<file path="config.mk">
export PLATFORM = sky130hd
export DESIGN_NAME = fifo_wr_arbiter
export DESIGN_NICKNAME = d
export VERILOG_FILES = /design/src/rtl/fifo_arb_pkg.sv /design/src/rtl/fifo_wr_arbiter_rr_pick.sv /design/src/rtl/fifo_wr_arbiter.sv
export SDC_FILE = /design/constraint.sdc
export NUM_CORES = 1
export LEC_CHECK = 0
export CORE_MARGIN = 2
export CORE_UTILIZATION = 40
export CTS_BUF_LIST = sky130_fd_sc_hd__clkbuf_8
export CTS_CLUSTER_SIZE = 28
export DETAILED_ROUTE_END_ITERATION = 10
export HOLD_SLACK_MARGIN = 0.1
export PLACE_DENSITY = 0.8
export SYNTH_ARGS = -nofsm -noshare
export SYNTH_HDL_FRONTEND = slang
export SYNTH_SLANG_ARGS = --single-unit
export TNS_END_PERCENT = 20
</file>
<file path="constraint.sdc">
create_clock -name wclk -period 4.9 [get_ports wclk]
set_clock_uncertainty 0.15 [all_clocks]
set_input_delay 0.49 -clock wclk [delete_from_list [all_inputs] [get_ports wclk]]
set_output_delay 0.49 -clock wclk [all_outputs]
set_load 0.005 [all_outputs]
</file>
<file path="src/rtl/fifo_arb_pkg.sv">
// Shared constants for the FIFO write-port arbiter: state encoding,
// default sizing and the pointer-width helper.
package fifo_arb_pkg;

    localparam int NREQ_DEF     = 4;
    localparam int DWIDTH_DEF   = 8;
    localparam int MAXBURST_DEF = 4;
    localparam int BCNTW_DEF    = 3;

    typedef enum logic {
        ST_IDLE  = 1'b0,
        ST_BURST = 1'b1
    } arb_state_e;

    // Pointer width for n requesters; never below one bit.
    function automatic int clog2(input int n);
        int w;
        w = 1;
        while ((1 << w) < n) w++;
        return w;
    endfunction

endpackage

</file>
<file path="src/rtl/fifo_wr_arbiter_rr_pick.sv">
// rr_pick: combinational round-robin winner search. The search starts one
// past the previous owner and wraps modulo NREQ.
module rr_pick #(
    parameter int NREQ = 4,
    parameter int PW   = 2
) (
    input  logic [NREQ-1:0] req,
    input  logic [PW-1:0]   last,
    output logic [NREQ-1:0] win,
    output logic [PW-1:0]   win_idx,
    output logic            any
);

    logic [PW-1:0] idx;
    logic          found;

    // Scan last+1 .. last+NREQ; the first requester hit is the winner.
    always_comb begin
        win     = '0;
        win_idx = '0;
        found   = 1'b0;
        idx     = '0;
        for (int k = 1; k <= NREQ; k++) begin
            idx = PW'((int'(last) + k) % NREQ);
            if (!found && req[idx]) begin
                found        = 1'b1;
                win_idx      = idx;
                win[idx]     = 1'b1;
            end
        end
    end

    assign any = found;

endmodule

</file>
<file path="src/rtl/fifo_wr_arbiter.sv">
// fifo_wr_arbiter: round-robin arbiter sharing the FIFO write port among
// NREQ requesters. Define FIFO_ARB_BURST_EN to hold a grant for up to
// MAXBURST beats; without it every accepted beat re-arbitrates.
module fifo_wr_arbiter
    import fifo_arb_pkg::*;
#(
    parameter int NREQ     = NREQ_DEF,
    parameter int DWIDTH   = DWIDTH_DEF,
    parameter int MAXBURST = MAXBURST_DEF,
    parameter int BCNTW    = BCNTW_DEF
) (
    input  logic                   wclk,
    input  logic                   reset_L,
    input  logic [NREQ-1:0]        req,
    input  logic [NREQ*DWIDTH-1:0] req_data,
    output logic [NREQ-1:0]        ack,
    output logic [NREQ-1:0]        grant,
    output logic                   push,
    output logic [DWIDTH-1:0]      wdata,
    input  logic                   full
);

    localparam int PW = clog2(NREQ);

    arb_state_e     state;
    logic [PW-1:0]  last;       // index of the current / most recent owner
    logic [NREQ-1:0] pick_win;
    logic [PW-1:0]  pick_idx;
    logic           pick_any;
    logic           own_req;
    logic           burst_end;

    // One picker serves both IDLE entry and burst-end handover: in both
    // cases the search starts just after 'last'.
    rr_pick #(.NREQ(NREQ), .PW(PW)) u_pick (
        .req     (req),
        .last    (last),
        .win     (pick_win),
        .win_idx (pick_idx),
        .any     (pick_any)
    );

    // full gates acceptance directly, so no beat is ever in flight.
    assign ack     = grant & req & {NREQ{~full}};
    assign push    = |ack;
    assign own_req = |(grant & req);
    // While granted, 'last' is the owner index, so it selects the data.
    assign wdata   = (|grant) ? req_data[int'(last)*DWIDTH +: DWIDTH] : '0;

`ifdef FIFO_ARB_BURST_EN
    logic [BCNTW-1:0] bcnt;

    assign burst_end = (bcnt == BCNTW'(MAXBURST - 1));

    // Beat counter: cleared in IDLE and at burst end, so it never wraps.
    always_ff @(posedge wclk) begin
        if (!reset_L)               bcnt <= '0;
        else if (state == ST_IDLE)  bcnt <= '0;
        else if (push)              bcnt <= burst_end ? '0 : bcnt + 1'b1;
    end
`else
    logic unused_cfg;
    assign unused_cfg = ^{32'(MAXBURST), 32'(BCNTW)};
    assign burst_end  = 1'b1;
`endif

    // Grant FSM: arbitrate from IDLE, hold for the burst, hand over with
    // no gap at burst end, drop to IDLE when the owner withdraws.
    always_ff @(posedge wclk) begin
        if (!reset_L) begin
            state <= ST_IDLE;
            grant <= '0;
            last  <= PW'(NREQ - 1);
        end else begin
            case (state)
                ST_IDLE: begin
                    if (pick_any) begin
                        grant <= pick_win;
                        last  <= pick_idx;
                        state <= ST_BURST;
                    end else begin
                        grant <= '0;
                    end
                end
                ST_BURST: begin
                    if (!own_req) begin
                        grant <= '0;
                        state <= ST_IDLE;
                    end else if (push && burst_end) begin
                        if (pick_any) begin
                            grant <= pick_win;
                            last  <= pick_idx;
                        end else begin
                            grant <= '0;
                            state <= ST_IDLE;
                        end
                    end
                end
                default: begin
                    grant <= '0;
                    state <= ST_IDLE;
                end
            endcase
        end
    end

endmodule

</file>
==> Word-level counts from Yosys, hierarchy flattened <==
Cells that the tools add are included.
{ "op_classes": {"addsub": 4, "magnitude_cmp": 8, "n_eq_ne": 3, "shift": 1, "mux": 41, "n_bitwise": 7, "n_reduce_logical": 14} }
{ "op_table": {"columns": ["op", "n"], "rows": [
  ["$shiftx A32 B6 Y8", 1],
  ["$mux W4", 7],
  ["$mux W1", 15],
  ["$mux W2", 7],
  ["$lt A2 B3 Y1 const B", 4],
  ["$or A4 B4 Y4", 3],
  ["$reduce_or A4 Y1", 3],
  ["$and A4 B4 Y4", 2],
  ["$bmux W1 S2", 4],
  ["$demux W1 S2", 4],
  ["$ge A2 B1 Y1 const B", 4],
  ["$mux W8", 1],
  ["$pmux W4 S2", 1],
  ["$logic_and A1 B1 Y1", 7],
  ["$add A2 B1 Y2 const B", 2],
  ["$add A2 B2 Y2 const B", 2],
  ["$pmux W2 S2", 1],
  ["$logic_not A1 Y1", 3],
  ["$ne A3 B3 Y1 const B", 1],
  ["$ne A2 B1 Y1 const B", 1],
  ["$ne A2 B2 Y1 const B", 1],
  ["$not A1 Y1", 2],
  ["$pmux W1 S2", 1],
  ["$reduce_and A2 Y1", 1]
]} }
{ "word_totals": {"reg_bits": 7, "output_inout_bits": 17, "wordCells": 81} }

==> Longest topological paths before layout <==
Gate-level depths: netlist (run 1).
{ "depth": {"word_depth": 17, "ltp_mapped": 9, "ltp_nobuf": 7} }

==> Modules after synthesis <==
Synthesis (run 1) repeated with hierarchy kept, for this count alone.
{ "hier_totals": {"cells_unflattened": 125, "area_unflattened_um2": 1124.8} }
{ "modules_own_cells": {"columns": ["module", "instances", "cells_each", "area_per_inst_um2", "seq_area_each_um2"], "rows": [
  ["fifo_wr_arbiter", 1, 57, 599.3, 140.1],
  ["rr_pick", 1, 68, 525.5, 0.0]
]} }

==> Worst setup path before layout (run 1) <==
OpenSTA, ideal clock, no wires.
{ "synth_path": {"path_kind": "reg2reg", "start": "register last[0]", "end": "register grant[1]", "setup_ns": 0.117, "arrival_ns": 2.433, "t_required_ns": 4.633, "path_slack_ns": 2.200, "path_stages_with_launch": 10, "synth_period_minus_slack_ns": 2.700, "cell_sequence": "dfxtp_1 -> buf_2 -> inv_1 -> ha_1 -> buf_6 -> mux4_2 -> or2_4 -> nor3_2 -> nor3_1 -> a22o_1"} }
{ "synth_via": {"elab_chain_cells": 17, "word_cells_on_any_way": 53, "cone_classes": "4 x add/sub; 8 x order compare; 28 x mux; 3 x bitwise; 10 x reduce/logical"} }
{ "synth_rtl": {"columns": ["element", "line_no", "text"], "rows": [
  ["start: declaration", "fifo_wr_arbiter.sv:26", "logic [PW-1:0] last;"],
  ["start signal: assignment", "fifo_wr_arbiter.sv:73", "last <= PW'(NREQ - 1);"],
  ["start signal: assignment", "fifo_wr_arbiter.sv:79", "last <= pick_idx;"],
  ["start signal: assignment", "fifo_wr_arbiter.sv:92", "last <= pick_idx;"],
  ["branches (longest 13 deep; another with $lt A2 B3 Y1)", null, null],
  ["$mux W4 *", "fifo_wr_arbiter.sv:77, fifo_wr_arbiter.sv:90", null],
  ["$mux W4", "fifo_wr_arbiter.sv:89", "end else if (push && burst_end) begin"],
  ["$mux W4", "fifo_wr_arbiter.sv:86", "if (!own_req) begin"],
  ["$pmux W4 S2 *", "fifo_wr_arbiter.sv:75", "case (state)"],
  ["end signal: assignment", "fifo_wr_arbiter.sv:78", "grant <= pick_win;"],
  ["end signal: assignment", "fifo_wr_arbiter.sv:91", "grant <= pick_win;"],
  ["end: declaration", "fifo_wr_arbiter.sv:17", "output logic [NREQ-1:0] grant,"]
]} }
Mark *: on every way between the ends. The select of a mux whose other input is x is not followed.
A chain may end at the register's enable or synchronous reset.

==> Final worst setup path (run 1) <==
{ "layout_path": {"start": "register last[1]", "end": "register grant[1]"} }
The elaborated chain is that of the path after synthesis.

==> flow_metrics.env, run 1 <==
export IMPL_outcome="finished clean"
export IMPL_syn_inst=118
export IMPL_maxSlewViolCount=0
export IMPL_power_total_mw=0.917
export IMPL_initial_core_util_pct=41.4
export IMPL_crit_fanout=19
export IMPL_drc=0
export IMPL_yosysUniqueCellTypes=33
export IMPL_rows=19
export IMPL_cts_buffers=3
export IMPL_avgSynthCellArea_um2=9.42
export IMPL_postSynthNetCount=165
export IMPL_io_pins=56
export IMPL_leakage_nw=0.650
export IMPL_fin_tns_setup_ns=0
export IMPL_grt_start_max_net_pins=31
export IMPL_antenna_found_initial=0
export IMPL_cp_slowest_stage_delay_ns=0.85
export IMPL_die_x_um=56.7
export IMPL_final_cells=201
export IMPL_cts_root_buf="clkbuf_8"
export IMPL_area_growth_pct=53.9
export IMPL_final_nets=218
export IMPL_arrival_ns=3.43
export IMPL_crit_required_ns=4.86
export IMPL_cpLargestDelayFamily="compound AO/OA/AOI/OAI gates"
export IMPL_clock_latency_ns=0.22
export IMPL_vias=1155
export IMPL_cts_resized_gates=0
export IMPL_finalCriticalPeriod_ns=3.47
export IMPL_portBuffers=55
export IMPL_gp_congestion=0.895
export IMPL_rsz0062_at_grt="no"
export IMPL_wl_met1_um=1360
export IMPL_grt_first_pass_wirelength_um=5310
export IMPL_h_tree_depth=1
export IMPL_vias_per_cell=5.75
export IMPL_detail_route_antenna_nets=0
export IMPL_grt_overflow=0
export IMPL_ys_seq_elements=7
export IMPL_highest_layer="met4"
export IMPL_yosysSeqAreaShare_pct=12.6
export IMPL_syn_cell_area_um2=1110
export IMPL_setup_viol=0
export IMPL_drive_gt1_share_pct=12.4
export IMPL_cts_buffer_depth=2
export IMPL_critPathSlowestCell="dfxtp_1"
export IMPL_dp_cells=197
export IMPL_power_density_nw_per_um2=536
export IMPL_cts_clk_slew_worst_paths_ns=0.04
export IMPL_drt_pass1_iter_count=4
export IMPL_slew_headroom_pct=18.4
export IMPL_grt_usage_pct=20.8
export IMPL_drv_cap=0
export IMPL_postCtsSetupBuffers=0
export IMPL_dr_wl_met2_um=1580
export IMPL_cts_sinks=7
export IMPL_hpwl_um=2490
export IMPL_tightestPinTransition_ns=1.21
export IMPL_cp_cell_sequence="inv_1, ha_1, mux4_2, a31o_1, a221oi_1, o2bb2ai_1, a22o_1"
export IMPL_critPathCaptureType="flip-flop"
export IMPL_finalCritPeriodShare_pct=70.8
export IMPL_die_h_um=56.7
export IMPL_yosysWarnings=0
export IMPL_hold_viol_final=0
export IMPL_hold_buffers=0
export IMPL_wl_per_cell_um=15.6
export IMPL_drt_iter0_drc=46
export IMPL_first_global_vias=1134
export IMPL_worstSetupPathType="flip-flop to flip-flop"
export IMPL_n_fill_cell=222
export IMPL_peakVddDrop_uv=440
export IMPL_max_freq_mhz=288
export IMPL_start_kind="flip-flop"
export IMPL_coreArea_um2=2690
export IMPL_antennaDiodeCount=0
export IMPL_min_path_type="flip-flop to flip-flop"
export IMPL_dr_wl_met3_um=189
export IMPL_dieArea_um2=3220
export IMPL_cts_tree="done"
export IMPL_worstPathBufferInverterCount=1
export IMPL_wl_um=3140
## cell families (layout without fill, tap and decap cells)
logic type | Yosys count | count (layout) | synth area share, %
compound gates | 28 | 28 | 19.5
xor+xnor | 1 | 1 | 0.788
fa+ha+maj | 8 | 8 | 9.01
buf+inv | 12 | 64 | 5.18
flops | 7 | 7 | 12.6
mux | 19 | 19 | 30.9
simple gates | 43 | 43 | 22.1
## power breakdown
group          total, mW  internal, mW  leakage (nW)  switching [mW]
registers          0.128        0.0833        0.0580          0.0448
clock network     0.0760        0.0539        0.0269          0.0221
logic              0.712         0.401         0.566           0.311
total              0.917         0.538         0.650           0.378
## per-stage QoR
stage | hold slack, ns | cell area [um^2] | setup WS, ns | util [%]
after CTS | 0.362 | 1710 | 1.44 | 63.7
final | 0.382 | 1710 | 1.43 | 63.7
after global routing | 0.421 | 1710 | 1.19 | 63.7
after floorplan | 0.298 | 1110 | 2.20 | -
after global placement | 0.364 | 1670 | 1.66 | 62.0
after detailed placement | 0.356 | 1670 | 1.46 | 62.0
## cells in the final DEF, fill, tap and decap left out
cell type         n
mux2i_1           5
mux4_2           12
nor3_2            1
o22ai_1           7
or2_4             1
o21ai_0           1
nand2b_1          4
clkbuf_8          3
nor2b_1          13
xnor2_1           1
inv_1             5
buf_4             1
or4_1             1
o2bb2ai_1         4
ha_1              8
a22o_1            4
nand3_1           1
nor3_1            2
a211oi_1          2
nor2_1            7
nor4_1            1
clkdlybuf4s50_1  55
a31o_1            2
nand2_1          10
a41oi_1           1
a221o_1           2
dfxtp_1           7
and4_1            1
nor3b_4           1
a21oi_1           2
a221oi_1          3
mux2_2            2
## flip-flops by register name, indices dropped and copies added (netlist names)
signal and cells:
grant 4, last 2, state 1
## cell usage after synthesis
cell type | number | area (um^2)
nor2b_1 | 13 | 81.3
mux4_2 | 12 | 270
nand2_1 | 10 | 37.5
ha_1 | 8 | 100
dfxtp_1 | 7 | 140
nor2_1 | 7 | 26.3
o22ai_1 | 7 | 43.8
mux2i_1 | 5 | 50.1
a22o_1 | 4 | 35.0
buf_2 | 4 | 20.0
inv_1 | 4 | 15.0
nand2b_1 | 4 | 25.0
o2bb2ai_1 | 4 | 35.0
a221oi_1 | 3 | 26.3
a211oi_1 | 2 | 15.0
a21oi_1 | 2 | 10.0
a221o_1 | 2 | 20.0
a31o_1 | 2 | 17.5
buf_1 | 2 | 7.51
mux2_2 | 2 | 22.5
nor3_1 | 2 | 10.0
a41oi_1 | 1 | 8.76
and4_1 | 1 | 8.76
buf_6 | 1 | 11.3
clkbuf_1 | 1 | 3.75
nand3_1 | 1 | 5.00
nor3_2 | 1 | 10.0
nor3b_4 | 1 | 18.8
nor4_1 | 1 | 6.26
o21ai_0 | 1 | 5.00
or2_4 | 1 | 8.76
or4_1 | 1 | 7.51
xnor2_1 | 1 | 8.76
## cell type report
cell class	instances	area [um^2]	area share (%)
multi-input cells	99	913	53.4
repair buffers	56	558	32.6
flip-flops and latches	7	140	8.19
clock buffers	3	41.3	2.41
well taps	31	38.8	2.27
inverters	4	15.0	0.878
clock inverters	1	3.75	0.219
## metal layers
layer  vias up  track usage [%]
met3         2             3.00
met1       539             27.5
li1        565                -
met4         0             6.12
met2        49             34.9
met5         -                0
## final timing paths
check,from,to,slack [ns],cells after the start
max,last[1],grant[1],1.43,7
min,state,state,0.38,1
max reg2reg,last[1],grant[1],1.43,7
min reg2reg,state,state,0.38,1
## worst reg2reg max path, cell delays in order (launching register included)
cell	delay (ns)
dfxtp_1	0.85
inv_1	0.30
ha_1	0.55
mux4_2	0.65
a31o_1	0.22
a221oi_1	0.27
o2bb2ai_1	0.14
a22o_1	0.24
(Power assumes the default switching activity.)
==> run 2, diff against run 1 <==
- clock period: 4.9 -> 3.3 ns (I/O delays scaled with it)
==> flow_metrics.env, run 2 (same netlist as run 1, synthesis figures left out) <==
export IMPL_min_path_type="flip-flop to flip-flop"
export IMPL_multiInputGateArea_um2=913
export IMPL_critPathSlowestCell="mux4_2"
export IMPL_hold_buffers=0
export IMPL_postCtsSetupBuffers=0
export IMPL_cp_depth=7
export IMPL_cts_root_buf="clkbuf_8"
export IMPL_critPathCaptureType="flip-flop"
export IMPL_io_pins=56
export IMPL_final_nets=220
export IMPL_grt_first_pass_wirelength_um=5400
export IMPL_wl_um=3110
export IMPL_layout_commonest_cell="clkdlybuf4s50_1"
export IMPL_power_density_nw_per_um2=801
export IMPL_first_global_vias=1267
export IMPL_pre_cts_slack_ns=0.639
export IMPL_grt_overflow=0
export IMPL_cts_resized_gates=0
export IMPL_seq_area_um2=140
export IMPL_largest_reg_flops=4
export IMPL_drt_iter0_drc=46
export IMPL_area_growth_pct=55.3
export IMPL_initial_core_util_pct=41.4
export IMPL_crit_required_ns=3.32
export IMPL_cts_buffer_depth=2
export IMPL_cp_cell_sequence="inv_1, ha_1, mux4_2, or2_4, nor3b_4, o2bb2ai_1, a22o_1"
export IMPL_rows=19
export IMPL_cpLargestDelayFamily="multiplexers"
export IMPL_crit_fanout=10
export IMPL_tightestPinTransition_ns=0.376
export IMPL_whs_ns=0.343
export IMPL_postLayoutSetupSlackWorst_ns=0.631
export IMPL_p_comb_share_pct=80.0
export IMPL_internal_power_mw=0.821
export IMPL_final_cell_mix="55 x clkdlybuf4s50_1, 13 x nor2b_1, 12 x mux4_2, 10 x nand2_1, 8 x ha_1"
export IMPL_drv_cap=0
export IMPL_wl_per_cell_um=15.3
export IMPL_die_h_um=56.7
export IMPL_cts_sinks=7
export IMPL_n_fill_cell=223
export IMPL_worstPathBufferInverterCount=1
export IMPL_max_freq_mhz=375
export IMPL_grt_usage_pct=20.7
export IMPL_cts_tree="done"
export IMPL_gp_congestion=0.848
export IMPL_clkPwrFrac_pct=8.6
export IMPL_cts_buffers=3
export IMPL_p_sw_mw=0.561
export IMPL_hold_viol_final=0
export IMPL_portBuffers=55
export IMPL_vias_per_cell=5.88
export IMPL_start_kind="flip-flop"
export IMPL_grt_start_max_net_pins=30
export IMPL_die_x_um=56.7
export IMPL_maxSlewViolCount=0
export IMPL_hpwl_um=2540
export IMPL_detail_route_antenna_nets=0
export IMPL_fin_tns_setup_ns=0
export IMPL_min_path_cells=1
export IMPL_drive_gt1_share_pct=13.4
export IMPL_drt_pass1_iter_count=4
export IMPL_leakage_nw=0.660
export IMPL_arrival_ns=2.68
export IMPL_antenna_found_initial=0
export IMPL_switching_share_pct=40.6
export IMPL_vias=1193
export IMPL_finalCriticalPeriod_ns=2.67
export IMPL_setup_viol=0
export IMPL_r2r_cells=7
export IMPL_coreArea_um2=2690
export IMPL_top_register="grant"
export IMPL_outcome="finished clean"
export IMPL_rsz0062_at_grt="no"
export IMPL_power_total_mw=1.38
export IMPL_cp_slowest_stage_delay_ns=0.64
export IMPL_peakVddDrop_uv=718
export IMPL_dieArea_um2=3220
export IMPL_antennaDiodeCount=0
export IMPL_largest_registers="grant: 4 flops, last: 2 flops, state: 1 flops"
export IMPL_finalCritPeriodShare_pct=80.9
export IMPL_drc=0
export IMPL_slew_headroom_pct=74.2
export IMPL_seq_power_share_pct=11.4
export IMPL_cts_clk_slew_worst_paths_ns=0.05
export IMPL_clock_latency_ns=0.23
export IMPL_worstSetupPathType="flip-flop to flip-flop"
export IMPL_h_tree_depth=1
## run 2: cell count changes in the layout (fill, tap and decap cells not counted)
cell	delta
buf_4	+2
## run 2: power groups by stage
stage | registers, mW | logic, mW | clock network [mW]
2_1_floorplan | 0.159 | 0.718 | 0
3_3_place_gp | 0.156 | 1.09 | 0
3_5_place_dp | 0.159 | 1.11 | 0
4_1_cts | 0.157 | 1.11 | 0.120
5_1_grt | 0.164 | 1.22 | 0.123
6_report | 0.158 | 1.11 | 0.119
## run 2: through the flow
stage                     instance area (um^2)  utilization [%]  std cells
after global placement                    1680             62.6        199
after CTS                                 1730             64.2        203
final                                     1730             64.2        203
after detailed placement                  1680             62.6        199
after floorplan                           1110                -        118
after global routing                      1730             64.2        203
## run 2: cell type report
class	count	area share, %
clock buffers	3	2.39
clock inverters	1	0.218
inverters	4	0.870
multi-input cells	99	52.9
flip-flops and latches	7	8.12
well taps	31	2.25
repair buffers	58	33.2
## run 2: worst paths after layout
check | from | end | slack, ns
setup / recovery | last[0] | grant[2] | 0.63
hold / removal | state | state | 0.34
setup reg to reg | last[0] | grant[2] | 0.63
hold reg to reg | state | state | 0.34
## run 2: routing by layer
metal / wire [um] / track usage (%)
met5: 0 / 0
met2: 1590 / 37.5
met3: 183 / 2.76
met4: 57 / 6.12
met1: 1280 / 25.0
